$ cat config.mk
export PLATFORM = sky130hd
export DESIGN_NAME = fp_add_sub_pipe
export DESIGN_NICKNAME = d
export VERILOG_FILES = /design/src/rtl/fp_add_sub_pipe_pkg.sv /design/src/rtl/fp_add_sub_pipe_lzc.sv /design/src/rtl/fp_add_sub_pipe.sv
export SDC_FILE = /design/constraint.sdc
export NUM_CORES = 1
export LEC_CHECK = 0
export BUFFER_PORTS_ARGS = -buffer_cell sky130_fd_sc_hd__buf_4
export CORE_ASPECT_RATIO = 1.1
export CORE_MARGIN = 2
export CORE_UTILIZATION = 65
export DETAILED_ROUTE_END_ITERATION = 7
export PLACE_DENSITY = 0.87
export SETUP_SLACK_MARGIN = 0.3
export SLEW_MARGIN = 0
export SYNTH_ARGS = -nofsm -noshare
export SYNTH_HDL_FRONTEND = slang
export SYNTH_SLANG_ARGS = --single-unit
$ cat constraint.sdc
create_clock -name clk -period 13.7 [get_ports clk]
set_input_delay 1.37 -clock clk [delete_from_list [all_inputs] [get_ports clk]]
set_output_delay 1.37 -clock clk [all_outputs]
set_load 0.01 [all_outputs]
$ cat src/rtl/fp_add_sub_pipe_pkg.sv
// Shared FP constants, operand classification and unpacked-operand layout (binary32 defaults).
// Width-independent helpers so every pipeline instance can reuse them regardless of overrides.
package global_params;

   localparam int DEF_EXP_BITS  = 8;
   localparam int DEF_MANT_BITS = 23;
   localparam int DEF_BIAS      = 2**(DEF_EXP_BITS-1) - 1;
   localparam logic [DEF_EXP_BITS+DEF_MANT_BITS:0] DEF_QNAN =
      {1'b0, {DEF_EXP_BITS{1'b1}}, 1'b1, {(DEF_MANT_BITS-1){1'b0}}};

   typedef enum logic [2:0] {ZERO, SUB, NORM, INF, NAN} fp_class_e;

   typedef struct packed {
      logic                    sign;
      logic [DEF_EXP_BITS-1:0] exp;
      logic [DEF_MANT_BITS:0]  sig;
   } fp_unpacked_t;

   function automatic fp_class_e fp_classify(input logic exp_zero,
                                             input logic exp_ones,
                                             input logic mant_zero);
      if (exp_ones) return mant_zero ? INF : NAN;
      if (exp_zero) return mant_zero ? ZERO : SUB;
      return NORM;
   endfunction

endpackage

$ cat src/rtl/fp_add_sub_pipe_lzc.sv
// Leading-zero counter for the normalisation stage; an all-zero input reports W.
// Purely combinational, no handshake.
module fp_lzc #(
   parameter int W  = 27,
   parameter int CW = $clog2(W + 1)
) (
   input  logic [W-1:0]  i_vec,
   output logic [CW-1:0] o_cnt
);

   // Scan upward so the highest set bit is the last one to win.
   always_comb begin
      o_cnt = CW'(W);
      for (int i = 0; i < W; i++) begin
         if (i_vec[i]) o_cnt = CW'(W - 1 - i);
      end
   end

endmodule

$ cat src/rtl/fp_add_sub_pipe.sv
// IEEE-754 add/subtract, RNE, subnormal/inf/NaN aware; FP_ADD_SUB_FLAGS_EN adds flags[3:0] output.
// Latency 3 cycles (unpack/align, add/normalise, round/pack), throughput 1 per cycle.
// Backpressure: whole pipe stalls while out_valid && !out_ready; in_ready mirrors that.
module fp_add_sub_pipe
   import global_params::*;
#(
   parameter int EXP_BITS  = DEF_EXP_BITS,
   parameter int MANT_BITS = DEF_MANT_BITS,
   parameter int WIDTH     = 1 + EXP_BITS + MANT_BITS
) (
   input  logic             clk,
   input  logic             rst_n,
   input  logic             in_valid,
   output logic             in_ready,
   input  logic [WIDTH-1:0] a,
   input  logic [WIDTH-1:0] b,
   input  logic             operation_select,
   output logic             out_valid,
   input  logic             out_ready,
`ifdef FP_ADD_SUB_FLAGS_EN
   output logic [3:0]       flags,
`endif
   output logic [WIDTH-1:0] result
);

   localparam int SIG = MANT_BITS + 4;
   localparam int LZW = $clog2(SIG + 1);
   localparam int EW  = EXP_BITS + 1;
   localparam logic [EXP_BITS-1:0] EXP_ONES = '1;
   localparam logic [EW-1:0]       EXP_MAX  = {1'b0, {EXP_BITS{1'b1}}};
   localparam logic [WIDTH-1:0]    QNAN_W   =
      {1'b0, {EXP_BITS{1'b1}}, 1'b1, {(MANT_BITS-1){1'b0}}};

   logic w_adv;

   logic                 r1_vld, r1_sx, r1_sy, r1_spec;
   logic [EXP_BITS-1:0]  r1_ex;
   logic [SIG-1:0]       r1_sig_x, r1_sig_y;
   logic [WIDTH-1:0]     r1_spec_val;

   logic                 r2_vld, r2_sign, r2_spec;
   logic [EW-1:0]        r2_exp;
   logic [SIG-1:0]       r2_sig;
   logic [WIDTH-1:0]     r2_spec_val;

   logic                 r3_vld;
   logic [WIDTH-1:0]     r3_res;

   assign w_adv     = !r3_vld || out_ready;
   assign in_ready  = w_adv;
   assign out_valid = r3_vld;
   assign result    = r3_res;

   // ---------------- S1: unpack, classify, swap, align ----------------
   logic                 w_sa, w_sb, w_swap, w_inf_inf;
   logic [EXP_BITS-1:0]  w_ea, w_eb;
   logic [MANT_BITS-1:0] w_ma, w_mb;
   fp_class_e            w_ca, w_cb;
   logic                 w_spec;
   logic [WIDTH-1:0]     w_spec_val;

   assign w_sa = a[WIDTH-1];
   assign w_sb = b[WIDTH-1] ^ operation_select;
   assign w_ea = a[WIDTH-2 -: EXP_BITS];
   assign w_eb = b[WIDTH-2 -: EXP_BITS];
   assign w_ma = a[MANT_BITS-1:0];
   assign w_mb = b[MANT_BITS-1:0];
   assign w_ca = fp_classify(w_ea == '0, w_ea == EXP_ONES, w_ma == '0);
   assign w_cb = fp_classify(w_eb == '0, w_eb == EXP_ONES, w_mb == '0);
   assign w_inf_inf = (w_ca == INF) && (w_cb == INF) && (w_sa != w_sb);

   always_comb begin
      w_spec     = 1'b0;
      w_spec_val = QNAN_W;
      if (w_ca == NAN || w_cb == NAN || w_inf_inf) begin
         w_spec = 1'b1;
      end else if (w_ca == INF) begin
         w_spec     = 1'b1;
         w_spec_val = {w_sa, EXP_ONES, {MANT_BITS{1'b0}}};
      end else if (w_cb == INF) begin
         w_spec     = 1'b1;
         w_spec_val = {w_sb, EXP_ONES, {MANT_BITS{1'b0}}};
      end
   end

   logic                 w_sx, w_sy, w_hx, w_hy;
   logic [EXP_BITS-1:0]  w_ex_raw, w_ey_raw, w_ex, w_ey, w_diff;
   logic [MANT_BITS-1:0] w_mx, w_my;
   logic [SIG-1:0]       w_sig_x, w_sig_y_full, w_sig_y_sh, w_sig_y;
   logic                 w_lost;

   // Magnitude order of the packed {exp, mant} fields matches numeric order.
   assign w_swap   = b[WIDTH-2:0] > a[WIDTH-2:0];
   assign w_sx     = w_swap ? w_sb : w_sa;
   assign w_sy     = w_swap ? w_sa : w_sb;
   assign w_ex_raw = w_swap ? w_eb : w_ea;
   assign w_ey_raw = w_swap ? w_ea : w_eb;
   assign w_mx     = w_swap ? w_mb : w_ma;
   assign w_my     = w_swap ? w_ma : w_mb;
   assign w_hx     = w_ex_raw != '0;
   assign w_hy     = w_ey_raw != '0;
   assign w_ex     = w_hx ? w_ex_raw : {{(EXP_BITS-1){1'b0}}, 1'b1};
   assign w_ey     = w_hy ? w_ey_raw : {{(EXP_BITS-1){1'b0}}, 1'b1};
   assign w_diff   = w_ex - w_ey;

   assign w_sig_x      = {w_hx, w_mx, 3'b000};
   assign w_sig_y_full = {w_hy, w_my, 3'b000};
   assign w_sig_y_sh   = w_sig_y_full >> w_diff;
   assign w_lost       = |(w_sig_y_full & ~({SIG{1'b1}} << w_diff));
   assign w_sig_y      = {w_sig_y_sh[SIG-1:1], w_sig_y_sh[0] | w_lost};

   // ---------------- S2: add/subtract, normalise ----------------
   logic             w_eff_sub, w_n_sign;
   logic [SIG:0]     w_sum;
   logic [LZW-1:0]   w_lzc;
   logic [EW-1:0]    w_emax_sh, w_sh, w_n_exp;
   logic [SIG-1:0]   w_n_sig;

   assign w_eff_sub = r1_sx ^ r1_sy;
   assign w_sum     = w_eff_sub ? ({1'b0, r1_sig_x} - {1'b0, r1_sig_y})
                                : ({1'b0, r1_sig_x} + {1'b0, r1_sig_y});

   fp_lzc #(.W(SIG), .CW(LZW)) u_lzc (
      .i_vec (w_sum[SIG-1:0]),
      .o_cnt (w_lzc)
   );

   // Stop normalising at exponent 1 so tiny results stay subnormal.
   assign w_emax_sh = {1'b0, r1_ex} - EW'(1);
   assign w_sh      = (EW'(w_lzc) > w_emax_sh) ? w_emax_sh : EW'(w_lzc);

   always_comb begin
      w_n_sig = '0;
      w_n_exp = '0;
      if (w_sum[SIG]) begin
         w_n_sig = {w_sum[SIG:2], w_sum[1] | w_sum[0]};
         w_n_exp = {1'b0, r1_ex} + EW'(1);
      end else begin
         w_n_sig = w_sum[SIG-1:0] << w_sh;
         w_n_exp = {1'b0, r1_ex} - w_sh;
      end
   end

   // Exact cancellation gives +0; only two same-signed zeros keep their sign.
   assign w_n_sign = (w_sum == '0) ? (r1_sx & r1_sy) : r1_sx;

   // ---------------- S3: round to nearest even, pack ----------------
   logic                 w_g, w_rs, w_inc, w_r_hid, w_ovf;
   logic [MANT_BITS+1:0] w_rnd;
   logic [EW-1:0]        w_r_exp;
   logic [MANT_BITS-1:0] w_r_man;
   logic [WIDTH-1:0]     w_res;

   assign w_g     = r2_sig[2];
   assign w_rs    = r2_sig[1] | r2_sig[0];
   assign w_inc   = w_g & (w_rs | r2_sig[3]);
   assign w_rnd   = {1'b0, r2_sig[SIG-1:3]} + {{(MANT_BITS+1){1'b0}}, w_inc};
   assign w_r_exp = r2_exp + {{(EW-1){1'b0}}, w_rnd[MANT_BITS+1]};
   assign w_r_man = w_rnd[MANT_BITS+1] ? w_rnd[MANT_BITS:1] : w_rnd[MANT_BITS-1:0];
   assign w_r_hid = w_rnd[MANT_BITS+1] | w_rnd[MANT_BITS];
   assign w_ovf   = w_r_exp >= EXP_MAX;

   always_comb begin
      w_res = {r2_sign, (w_r_hid ? w_r_exp[EXP_BITS-1:0] : {EXP_BITS{1'b0}}), w_r_man};
      if (r2_spec)    w_res = r2_spec_val;
      else if (w_ovf) w_res = {r2_sign, EXP_ONES, {MANT_BITS{1'b0}}};
   end

   // ---------------- pipeline registers ----------------
   always_ff @(posedge clk or negedge rst_n) begin
      if (!rst_n) begin
         r1_vld <= 1'b0;
         r2_vld <= 1'b0;
         r3_vld <= 1'b0;
         r3_res <= '0;
      end else if (w_adv) begin
         r1_vld <= in_valid;
         r2_vld <= r1_vld;
         r3_vld <= r2_vld;
         if (r2_vld) r3_res <= w_res;
      end
   end

   always_ff @(posedge clk) begin
      if (w_adv) begin
         r1_sx       <= w_sx;
         r1_sy       <= w_sy;
         r1_ex       <= w_ex;
         r1_sig_x    <= w_sig_x;
         r1_sig_y    <= w_sig_y;
         r1_spec     <= w_spec;
         r1_spec_val <= w_spec_val;
         r2_sign     <= w_n_sign;
         r2_exp      <= w_n_exp;
         r2_sig      <= w_n_sig;
         r2_spec     <= r1_spec;
         r2_spec_val <= r1_spec_val;
      end
   end

`ifdef FP_ADD_SUB_FLAGS_EN
   logic       w_snan, r1_invalid, r2_invalid, w_f_inexact;
   logic [3:0] r3_flags, w_flags;

   assign w_snan = (w_ca == NAN && !w_ma[MANT_BITS-1]) || (w_cb == NAN && !w_mb[MANT_BITS-1]);
   assign w_f_inexact = !r2_spec && (w_g || w_rs || w_ovf);
   // Tiny means still subnormal before rounding; only a problem when inexact.
   assign w_flags = {r2_invalid,
                     !r2_spec && w_ovf,
                     !r2_spec && !r2_sig[SIG-1] && (w_g || w_rs),
                     w_f_inexact};
   assign flags = r3_flags;

   always_ff @(posedge clk) begin
      if (w_adv) begin
         r1_invalid <= w_inf_inf || w_snan;
         r2_invalid <= r1_invalid;
      end
   end

   always_ff @(posedge clk or negedge rst_n) begin
      if (!rst_n)                r3_flags <= '0;
      else if (w_adv && r2_vld)  r3_flags <= w_flags;
   end
`endif

endmodule
==> impl_metrics.ini <==
[grt]
overflow = 0
grt_pass1_wl_mm = 82.14
grt_max_degree = 95
antenna_found_initial = 0
grt_usage_pct = 42.95
first_global_vias = 14990

[critical_path]
regToRegStartpoint = r1_sig_x[3]$_DFFE_PN_
slowest_stage = xnor2_1
crit_fanout = 27
cp-start-kind = register
cp.arrival_ps = 9950
worst-path-buf-inv = 4
crit_start = r1_sig_x[3]$_DFFE_PN_
slowest_delay_ps = 870
cp-end-kind = register
cp_top_family = compound AO/OA/AOI/OAI gates
critPathKind = reg2reg
worstPathRequired_ps = 13880

[floorplan]
fp.dieH_um = 164.1
start_util_pct = 66.25
core_area_um2 = 22860
rows = 58
boundaryPins = 103
dieWidth_um = 149.5
dieArea_um2 = 24540

[clock_network]
cts_buffers = 17
post_cts_buffers = 0
ctsHtreeMaxLevel = 4
postCtsHoldBufs = 0
cts.path.max_buffers = 2
cts.clk_slew.worst_paths_ps = 80
cts_tree = built
root_buffer = clkbuf_16
insertion_delay_ps = 440
ctsResizeCount = 0
clock_sinks = 139

[sta]
fin_ws_ps = 3929
finalCritPeriodShare_pct = 71.32
fin_tns_setup_ps = 0
period_minus_slack_ps = 9771
skew_ps = 24.60
max_freq_mhz = 102.3
setup_violations = 0
hold_viol = 0
slew_violations = 0
rsz0062_at_grt = false
max_slew.worst_pin.slew_ps = 1107
slew_headroom_pct = 25.65

[yosys]
async_flop_share_pct = 25.18
synthesis.nets = 1998
synth_warnings = 0
avgSynthCellArea_um2 = 8.325
synth_edf_count = 104
synth_ff_type = edfxtp_1
synth_top_area_share_pct = 20.62
synth_area_um2 = 15140
ys_ff_latch = 139
synth_area_leader_cell = edfxtp_1
synth.area.top_cells = edfxtp_1 (21%), ha_1 (8.8%), mux2i_1 (5.8%), dfrtp_1 (5.8%), nand2_1 (4.0%)
synth_cells = 1819
synth_cell_types = 101
seq_area_frac_synth_pct = 26.41

[cells_and_area]
antenna_cells = 0
layout.cells.non_filler = 2178
drive_gt1_share_pct = 12.89
final_common_cell = nand2_1
synthToLayoutAreaGrowth_pct = 9.898
fin_area_um2 = 16640
nets = 2044
final_cell_mix = nand2_1 (163), nor2_1 (155), buf_4 (125)
final_util_pct = 72.80
num-fill-cells = 1694

[routing]
vias = 15820
postRouteAntennaNets = 0
initialDrtViolationCount = 2036
detail_route.first_pass.iterations = 8
vias_per_cell = 7.264
wire_per_inst_um = 24.24
wl_mm = 52.80
drc = 1

[power]
p_per_area_nw_per_um2 = 239.9
p_leak_nw = 6.810
ir_drop_uv = 145.9

[placed_design]
pre_cts_slack_ps = 4346
gp_congestion = 1.049
dp_hpwl_mm = 40.63
io_buffers = 102
dpl-instance-area_um2 = 16090
dp_cells = 2146

[run_status]
violations = design-rule violations
status = finished with violations

[flow_run]
cap_violations = 0

[hold_path]
holdCritStartpoint = r1_spec$_SDFFCE_PP1N_
hold_class = reg2reg
## layout make-up
class / instances / area (µm²) / share of cell area, %
Clock buffer: 18 / 429.2 / 2.579
Timing Repair Buffer: 125 / 938.4 / 5.639
Inverter: 114 / 427.9 / 2.571
Clock inverter: 14 / 123.9 / 0.7443
Tap cell: 300 / 375.4 / 2.255
Multi-Input combinational cell: 1468 / 10350 / 62.18
Sequential cell: 139 / 3999 / 24.03
## path summary, 6_finish.rpt
check | endpoint | slack, ps | cells past startpoint
min in group asynchronous | result[21]$_DFFE_PN0P_ | 880 | 1
worst max-delay path | r2_exp[8]$_DFFE_PN_ | 3930 | 34
max in group asynchronous | result[30]$_DFFE_PN0P_ | 12480 | 1
worst max register to register | r2_exp[8]$_DFFE_PN_ | 3930 | 34
worst min register to register | r2_spec$_DFFE_PN_ | 420 | 0
worst min-delay path | r2_spec$_DFFE_PN_ | 420 | 0
## per-stage QoR
| stage | power (W) | hold slack, ps |
|---|---|---|
| after floorplan | 0.002635 | 400.3 |
| final | 0.003993 | 423.8 |
| after CTS | 0.003873 | 426.7 |
| after global routing | 0.004177 | 436.8 |
| after detailed placement | 0.003409 | 409.2 |
| after global placement | 0.003374 | 401.6 |
## cell families after synthesis
kind of cell	share of synthesized area, %
muxes	9.328
xor gates and xnor gates	3.867
AOI/OAI and AO/OA	25.93
DFF	26.41
and+or+nand+nor	19.64
adders and majority gates	9.237
buffers and inverters	5.594
## Yosys cell counts, types with 13 or more instances
library cell  instances
nand2_1             163
nor2_1              155
o21ai_0             121
a21oi_1             111
inv_1               111
ha_1                107
edfxtp_1            104
mux2i_1              88
clkbuf_1             62
nand3_1              59
xnor2_1              48
nor3_1               47
dfrtp_1              35
nor4_1               32
o211ai_1             32
nand4_1              31
a21o_1               29
a211oi_1             25
a31oi_1              24
o21a_1               22
buf_2                21
o22ai_1              21
o31ai_1              20
and3_1               18
mux4_2               18
a22oi_1              17
xor2_1               17
or2_2                16
nor2b_1              15
and2_1               13
nand2b_1             13
o221ai_1             13
## worst reg2reg max path: cells and delay by family, from the launching register on
family	cells	cell delay, ps
AND/OR/NAND/NOR	7	880
AO/OA/AOI/OAI	15	4600
flip-flops	1	370
buffers and inverters	4	940
XOR/XNOR	3	1140
adder cells (fa/ha/maj)	5	1580
## layer usage
layer / vias up / wire length (µm) / GRT usage (%)
met5: - / 0 / 0
met2: 1136 / 24540 / 70.43
met4: 0 / 2884 / 21.17
li1: 7005 / - / -
met1: 7449 / 20490 / 55.44
met3: 231 / 4883 / 6.556
## state kept, by name, indices dropped and copies added (netlist names)
register,count
r1_vld,1
r1_sig_x,24
r1_spec,1
r1_sy,1
out_valid,1
r2_spec,1
r1_spec_val,2
r1_sx,1
r2_exp,9
result,32
r2_vld,1
r2_spec_val,2
r2_sig,27
r1_sig_y,27
r1_ex,8
r2_sign,1
## power breakdown
part	internal (W)	leakage, nW	switching [W]
logic	0.000961	5.04	0.00179
registers	0.000672	1.51	0.000124
clock network	0.000239	0.262	0.000210
No activity file was read; power rests on OpenSTA's default activity.
